`config.mk`:
```
export PLATFORM = sky130hd
export DESIGN_NAME = bp_lce_mem_arb
export DESIGN_NICKNAME = d
export VERILOG_FILES = /design/src/rtl/bp_me_pkg.sv /design/src/rtl/bp_lce_mem_arb_rr.sv /design/src/rtl/bp_lce_mem_arb.sv
export SDC_FILE = /design/constraint.sdc
export NUM_CORES = 1
export LEC_CHECK = 0
export CORE_AREA = 2 2 80 82
export DETAILED_ROUTE_END_ITERATION = 6
export DIE_AREA = 0 0 82 84
export PLACE_DENSITY = 0.89
export SLEW_MARGIN = 10
export SYNTH_ARGS = -nofsm -noshare
export SYNTH_HDL_FRONTEND = slang
export SYNTH_SLANG_ARGS = --single-unit
```
`constraint.sdc`:
```
create_clock -name clk_i -period 3.8 [get_ports clk_i]
set_input_delay 0.38 -clock clk_i [delete_from_list [all_inputs] [get_ports clk_i]]
set_output_delay 0.38 -clock clk_i [all_outputs]
set_load 0.02 [all_outputs]
```
`src/rtl/bp_me_pkg.sv`:
```
// Shared types for the LCE-side memory arbiter.
package bp_me_pkg;

  // Arbiter FSM: no held grant, or grant held mid-burst on one owner.
  typedef enum logic [0:0] {
    e_arb_idle,
    e_arb_locked
  } bp_lce_mem_arb_state_e;

endpackage

```
`src/rtl/bp_lce_mem_arb_rr.sv`:
```
// Rotating-priority picker: first set request bit searching upward from rr_ptr_i, wrapping.
// Purely combinational; all state lives in the parent.
module bp_lce_mem_arb_rr #(
  parameter int unsigned num_req_p  = 2,
  parameter int unsigned id_width_p = 1
) (
  input  logic [num_req_p-1:0]  req_i,
  input  logic [id_width_p-1:0] rr_ptr_i,
  output logic [num_req_p-1:0]  grant_oh_o,
  output logic [id_width_p-1:0] grant_id_o
);

  logic found;

  // Walk priority offsets 0..N-1 from the pointer; the first valid requester wins.
  always_comb begin
    grant_oh_o = '0;
    grant_id_o = '0;
    found      = 1'b0;
    for (int unsigned i = 0; i < num_req_p; i++) begin
      for (int unsigned j = 0; j < num_req_p; j++) begin
        if (!found && req_i[j] && (j == (32'(rr_ptr_i) + i) % num_req_p)) begin
          found         = 1'b1;
          grant_oh_o[j] = 1'b1;
          grant_id_o    = id_width_p'(j);
        end
      end
    end
  end

endmodule

```
`src/rtl/bp_lce_mem_arb.sv`:
```
// Arbitrates LCE-side engines onto one shared cache memory packet port.
// Round-robin between requesters, grant locked across multi-beat bursts, and a stall
// timeout that raises cache_lock_o so the pending LCE packet can drain.
// Optional build macro BP_LCE_MEM_ARB_STATS_EN adds stall_cnt_o and grant_cnt_o.
module bp_lce_mem_arb
  import bp_me_pkg::*;
#(
  parameter int unsigned num_req_p           = 2,
  parameter int unsigned pkt_width_p         = 64,
  parameter int unsigned timeout_max_limit_p = 4,
  localparam int unsigned id_width_lp  = (num_req_p > 1) ? $clog2(num_req_p) : 1,
  localparam int unsigned cnt_width_lp = $clog2(timeout_max_limit_p + 1)
) (
  input  logic                             clk_i,
  input  logic                             reset_n_i,
  input  logic [num_req_p-1:0]             req_v_i,
  input  logic [num_req_p*pkt_width_p-1:0] req_pkt_i,
  input  logic [num_req_p-1:0]             req_last_i,
  output logic [num_req_p-1:0]             req_yumi_o,
  output logic                             mem_pkt_v_o,
  output logic [pkt_width_p-1:0]           mem_pkt_o,
  input  logic                             mem_yumi_i,
  output logic [id_width_lp-1:0]           grant_id_o,
  output logic                             cache_lock_o,
`ifdef BP_LCE_MEM_ARB_STATS_EN
  output logic [31:0]                      stall_cnt_o,
  output logic [num_req_p*16-1:0]          grant_cnt_o,
`endif
  output logic                             busy_o
);

  localparam logic [cnt_width_lp-1:0] CntMax = cnt_width_lp'(timeout_max_limit_p);
  localparam logic [id_width_lp-1:0]  IdMax  = id_width_lp'(num_req_p - 1);

  bp_lce_mem_arb_state_e   state_q;
  logic [id_width_lp-1:0]  owner_q;
  logic [id_width_lp-1:0]  rr_ptr_q;
  logic [cnt_width_lp-1:0] count_q;
  logic [cnt_width_lp-1:0] count_d;

  logic [num_req_p-1:0]    rr_grant_oh;
  logic [id_width_lp-1:0]  rr_grant_id;

  logic [id_width_lp-1:0]  grantee;
  logic                    grantee_v;
  logic                    grantee_last;
  logic [pkt_width_p-1:0]  grantee_pkt;
  logic                    accept;
  logic                    stall;
  logic [id_width_lp-1:0]  rr_ptr_next;

  bp_lce_mem_arb_rr #(
    .num_req_p  (num_req_p),
    .id_width_p (id_width_lp)
  ) u_rr (
    .req_i      (req_v_i),
    .rr_ptr_i   (rr_ptr_q),
    .grant_oh_o (rr_grant_oh),
    .grant_id_o (rr_grant_id)
  );

  // Select the grantee (held owner or fresh winner) and mux its valid, last and packet.
  always_comb begin
    grantee      = (state_q == e_arb_locked) ? owner_q : rr_grant_id;
    grantee_v    = 1'b0;
    grantee_last = 1'b0;
    grantee_pkt  = '0;
    for (int unsigned i = 0; i < num_req_p; i++) begin
      if (grantee == id_width_lp'(i)) begin
        grantee_v    = req_v_i[i];
        grantee_last = req_last_i[i];
        grantee_pkt  = req_pkt_i[i*pkt_width_p +: pkt_width_p];
      end
    end
    // In idle the picker finds a winner iff any request is valid.
    if (state_q == e_arb_idle) begin
      grantee_v = |rr_grant_oh;
    end
  end

  // Outputs are forced to zero while reset is held, including the combinational paths.
  always_comb begin
    mem_pkt_v_o  = reset_n_i & grantee_v;
    mem_pkt_o    = reset_n_i ? grantee_pkt : '0;
    grant_id_o   = reset_n_i ? grantee : '0;
    accept       = mem_pkt_v_o & mem_yumi_i;
    cache_lock_o = reset_n_i & (count_q == CntMax);
    busy_o       = reset_n_i & (state_q == e_arb_locked);
    req_yumi_o   = '0;
    for (int unsigned i = 0; i < num_req_p; i++) begin
      req_yumi_o[i] = accept & (grantee == id_width_lp'(i));
    end
  end

  // Next rr pointer is one past the grantee of a completed burst, wrapping at num_req_p.
  always_comb begin
    rr_ptr_next = (grantee == IdMax) ? '0 : grantee + 1'b1;
  end

  // Saturating stall count; any non-stalled cycle clears it.
  always_comb begin
    stall   = mem_pkt_v_o & ~mem_yumi_i;
    count_d = '0;
    if (stall) begin
      count_d = (count_q == CntMax) ? count_q : count_q + 1'b1;
    end
  end

  // Grant FSM: lock on a non-last accept, release and rotate priority on a last accept.
  always_ff @(posedge clk_i or negedge reset_n_i) begin
    if (!reset_n_i) begin
      state_q  <= e_arb_idle;
      owner_q  <= '0;
      rr_ptr_q <= '0;
    end else if (accept) begin
      if (grantee_last) begin
        state_q  <= e_arb_idle;
        rr_ptr_q <= rr_ptr_next;
      end else begin
        state_q <= e_arb_locked;
        owner_q <= grantee;
      end
    end
  end

  // Timeout counter register.
  always_ff @(posedge clk_i or negedge reset_n_i) begin
    if (!reset_n_i) begin
      count_q <= '0;
    end else begin
      count_q <= count_d;
    end
  end

`ifdef BP_LCE_MEM_ARB_STATS_EN
  logic [31:0]                 stall_cnt_q;
  logic [num_req_p-1:0][15:0]  grant_cnt_q;

  // Lock-cycle count saturates; per-requester completed-burst counts wrap.
  always_ff @(posedge clk_i or negedge reset_n_i) begin
    if (!reset_n_i) begin
      stall_cnt_q <= '0;
      grant_cnt_q <= '0;
    end else begin
      if (cache_lock_o && (stall_cnt_q != 32'hFFFF_FFFF)) begin
        stall_cnt_q <= stall_cnt_q + 32'd1;
      end
      for (int unsigned i = 0; i < num_req_p; i++) begin
        if (accept && grantee_last && (grantee == id_width_lp'(i))) begin
          grant_cnt_q[i] <= grant_cnt_q[i] + 16'd1;
        end
      end
    end
  end

  assign stall_cnt_o = stall_cnt_q;
  assign grant_cnt_o = grant_cnt_q;
`endif

endmodule
```
==> flow_summary.yaml <==
status:
  status: "finished, final reports clean"
clock_tree:
  cts_sinks: 6
  postCtsSetupBuffers: 0
  cts.clk_slew.worst_paths_ns: 0.04
  hold_buffers: 0
  cts.path.max_buffers: 2
  htree_levels: 1
  clkLatencyLatePin_ns: 0.23
  cts-root-buf: "clkbuf_8"
  ctsResizeCount: 0
  tritoncts: "yes"
  cts_buffers: 3
yosys:
  ys_warn_count: 0
  syn_inst: 260
  synth_ff_type: "dfrtp_1"
  yosys-top-cells-area: "nand2_1 (33%), a21boi_1 (19%), a21boi_0 (13%)"
  synth_top_area_share: 0.335
  synthTopCellsByCount: "nand2_1 (134), a21boi_1 (38), a21boi_0 (27)"
  yosysUniqueCellTypes: 30
  synth-seq-cells: 6
  async_reset_ff_frac: 1.00
  synth_seq_area_share: 0.0999
  avgSynthCellArea_um2: 5.78
  netlist_area_um2: 1500
  synth_most_common_cell: "nand2_1"
  synth_edf_count: 0
  yosysTopAreaCell: "nand2_1"
  syn-num-nets: 397
sta:
  tightest_slew_ns: 0.520
  final.setup.worst_slack_ns: 0.774
  fin_crit_sh: 0.796
  setup_viol: 0
  drv_slew: 0
  clock_skew_ns: 0.00329
  rsz0062_at_grt: "false"
  final_hold_viol_count: 0
  final.min_clock_period_ns: 3.03
  clock.fmax_mhz: 330
  relSlewSlack: 0.654
  timing.setup.tns_ns: 0
  hold_slack_ns: 0.126
global_route:
  antenna_found_initial: 1
  overflow: 0
  grt_max_degree: 42
  grt_pass1_wl_mm: 11.1
  grt_pass1_vias: 2326
  track_usage: 0.202
cells_and_area:
  multiInputGateArea_um2: 1220
  seqCellArea_um2: 150
  syn_to_final_growth_pct: 139
  drive_gt1_frac: 0.0310
  antennaDiodeCount: 0
  fin_nets: 590
  design_area_um2: 3590
  fill_cells: 559
floorplanning:
  die_x_um: 82
  core_um2: 6100
  die_h_um: 84
  dieArea_um2: 6890
  ios: 205
  row_count: 29
  start_util: 0.247
critical_path:
  r2r-start: "state_q$_DFFE_PN0P_"
  cp.arrival_ns: 2.65
  crit_required_ns: 3.42
  startpoint: "req_v_i[0]"
  cp_max_fo: 35
  worstReg2RegEnd: "state_q$_DFFE_PN0P_"
  r2r_slack_ns: 2.08
  critPathKind: "in2out"
  start_kind: "primary input"
  worst_r2r_path_depth: 5
  end_kind: "output pin"
run:
  drv_cap: 0
power_and_ir_drop:
  p_int_uw: 465
  power_per_cell_area_nw_per_um2: 223
  clock_power_share: 0.122
  p_seq_frac: 0.094
  p_sw_uw: 336
  vdd_drop_max_uv: 228
  combPwrFrac: 0.784
  swShare: 0.419
  leakagePower_nw: 1.45
place:
  place_area_um2: 3550
  dpl.hpwl_mm: 5.94
  port_buffers: 204
  gp_congestion: 0.776
  post-place-ws_ns: 0.754
drt:
  ant_nets: 0
  num_vias: 2426
  first_pass_iters: 4
  viasPerCell: 4.59
  drc_errors: 0
  wl_mm: 7.41
  wire_per_inst_um: 14.0
  drt_iter0_drc: 92
min_path:
  min_path_type: "in2async"
==> area by class of cell <==
cell class	count	share of cell area
Clock buffer	3	0.0115
Sequential cell	6	0.0418
Multi-Input combinational cell	230	0.339
Tap cell	77	0.0268
Inverter	3	0.00314
Timing Repair Buffer	209	0.578
==> state kept, by name, summed over array words and instances (netlist names) <==
| signal | count |
|---|---|
| state_q | 1 |
| count_q | 3 |
| rr_ptr_q | 1 |
| owner_q | 1 |
==> cells by family after synthesis <==
family | count (synthesis) | synth area share
XOR/XNOR | 1 | 0.00583
multiplexers | 1 | 0.00749
AND/OR/NAND/NOR | 151 | 0.399
buffers and inverters | 24 | 0.0949
flip-flops | 6 | 0.0999
AO/OA/AOI/OAI | 75 | 0.376
adder cells (fa/ha/maj) | 2 | 0.0167
==> worst max-delay path by stage <==
stage          slack [ns]             to
4_1_cts              0.75   mem_pkt_o[4]
3_3_place_gp         0.81   mem_pkt_o[4]
3_5_place_dp         0.75   mem_pkt_o[4]
2_1_floorplan        1.93  mem_pkt_o[10]
5_1_grt              0.62  mem_pkt_o[17]
6_report             0.77   mem_pkt_o[4]
==> power by group through the flow <==
stage | combinational, mW | sequential, mW | clock [mW]
2_1_floorplan | 0.318 | 0.0736 | 0
3_3_place_gp | 0.622 | 0.0755 | 0
3_5_place_dp | 0.631 | 0.0757 | 0
4_1_cts | 0.635 | 0.0749 | 0.101
5_1_grt | 0.680 | 0.0758 | 0.103
6_report | 0.629 | 0.0752 | 0.0978
==> layout by cell type, fill, tap and decap left out <==
master	synthesis	final
o21ai_4	0	1
a2bb2oi_1	1	1
nand3b_1	2	2
o21ai_0	2	2
nand2_1	134	134
xnor2_1	1	1
nor2_1	3	3
buf_2	6	1
buf_4	4	5
nor3_1	2	2
or2_2	1	1
dfrtp_1	6	6
nand3_1	2	2
nor4_1	1	1
nor2b_1	1	1
a21boi_0	27	27
clkbuf_8	0	3
o31ai_1	2	2
nand2b_1	2	2
o211a_1	1	1
inv_1	3	3
clkdlybuf4s50_1	0	203
ha_1	2	2
and2_1	2	2
a21oi_2	1	1
and3_1	1	1
mux2_2	1	1
a21boi_1	38	38
o211ai_1	1	1
o21a_2	1	1
==> through the flow <==
| step | instances | total power, mW | util |
|---|---|---|---|
| 2_1_floorplan | 260 | 0.391 | - |
| 3_3_place_gp | 525 | 0.698 | 0.582 |
| 3_5_place_dp | 525 | 0.707 | 0.582 |
| 4_1_cts | 528 | 0.810 | 0.589 |
| 5_1_grt | 528 | 0.859 | 0.589 |
| 6_report | 528 | 0.802 | 0.589 |
==> worst max-delay path, stage by stage <==
cell and delay [ns]:
clkdlybuf4s50_1 0.49, nor2b_1 0.28, o21a_2 0.19, buf_4 0.32, nand2_1 0.09, a21boi_0 0.22, clkdlybuf4s50_1 0.65
==> per-layer routing <==
layer / GRT usage / wire [um] / vias to the layer above
li1: - / - / 1230
met1: 0.225 / 2880 / 1081
met2: 0.366 / 3750 / 98
met3: 0.0411 / 605 / 17
met4: 0.0758 / 171 / 0
met5: 0 / 0 / -
Power figures use the tool's default switching activity.
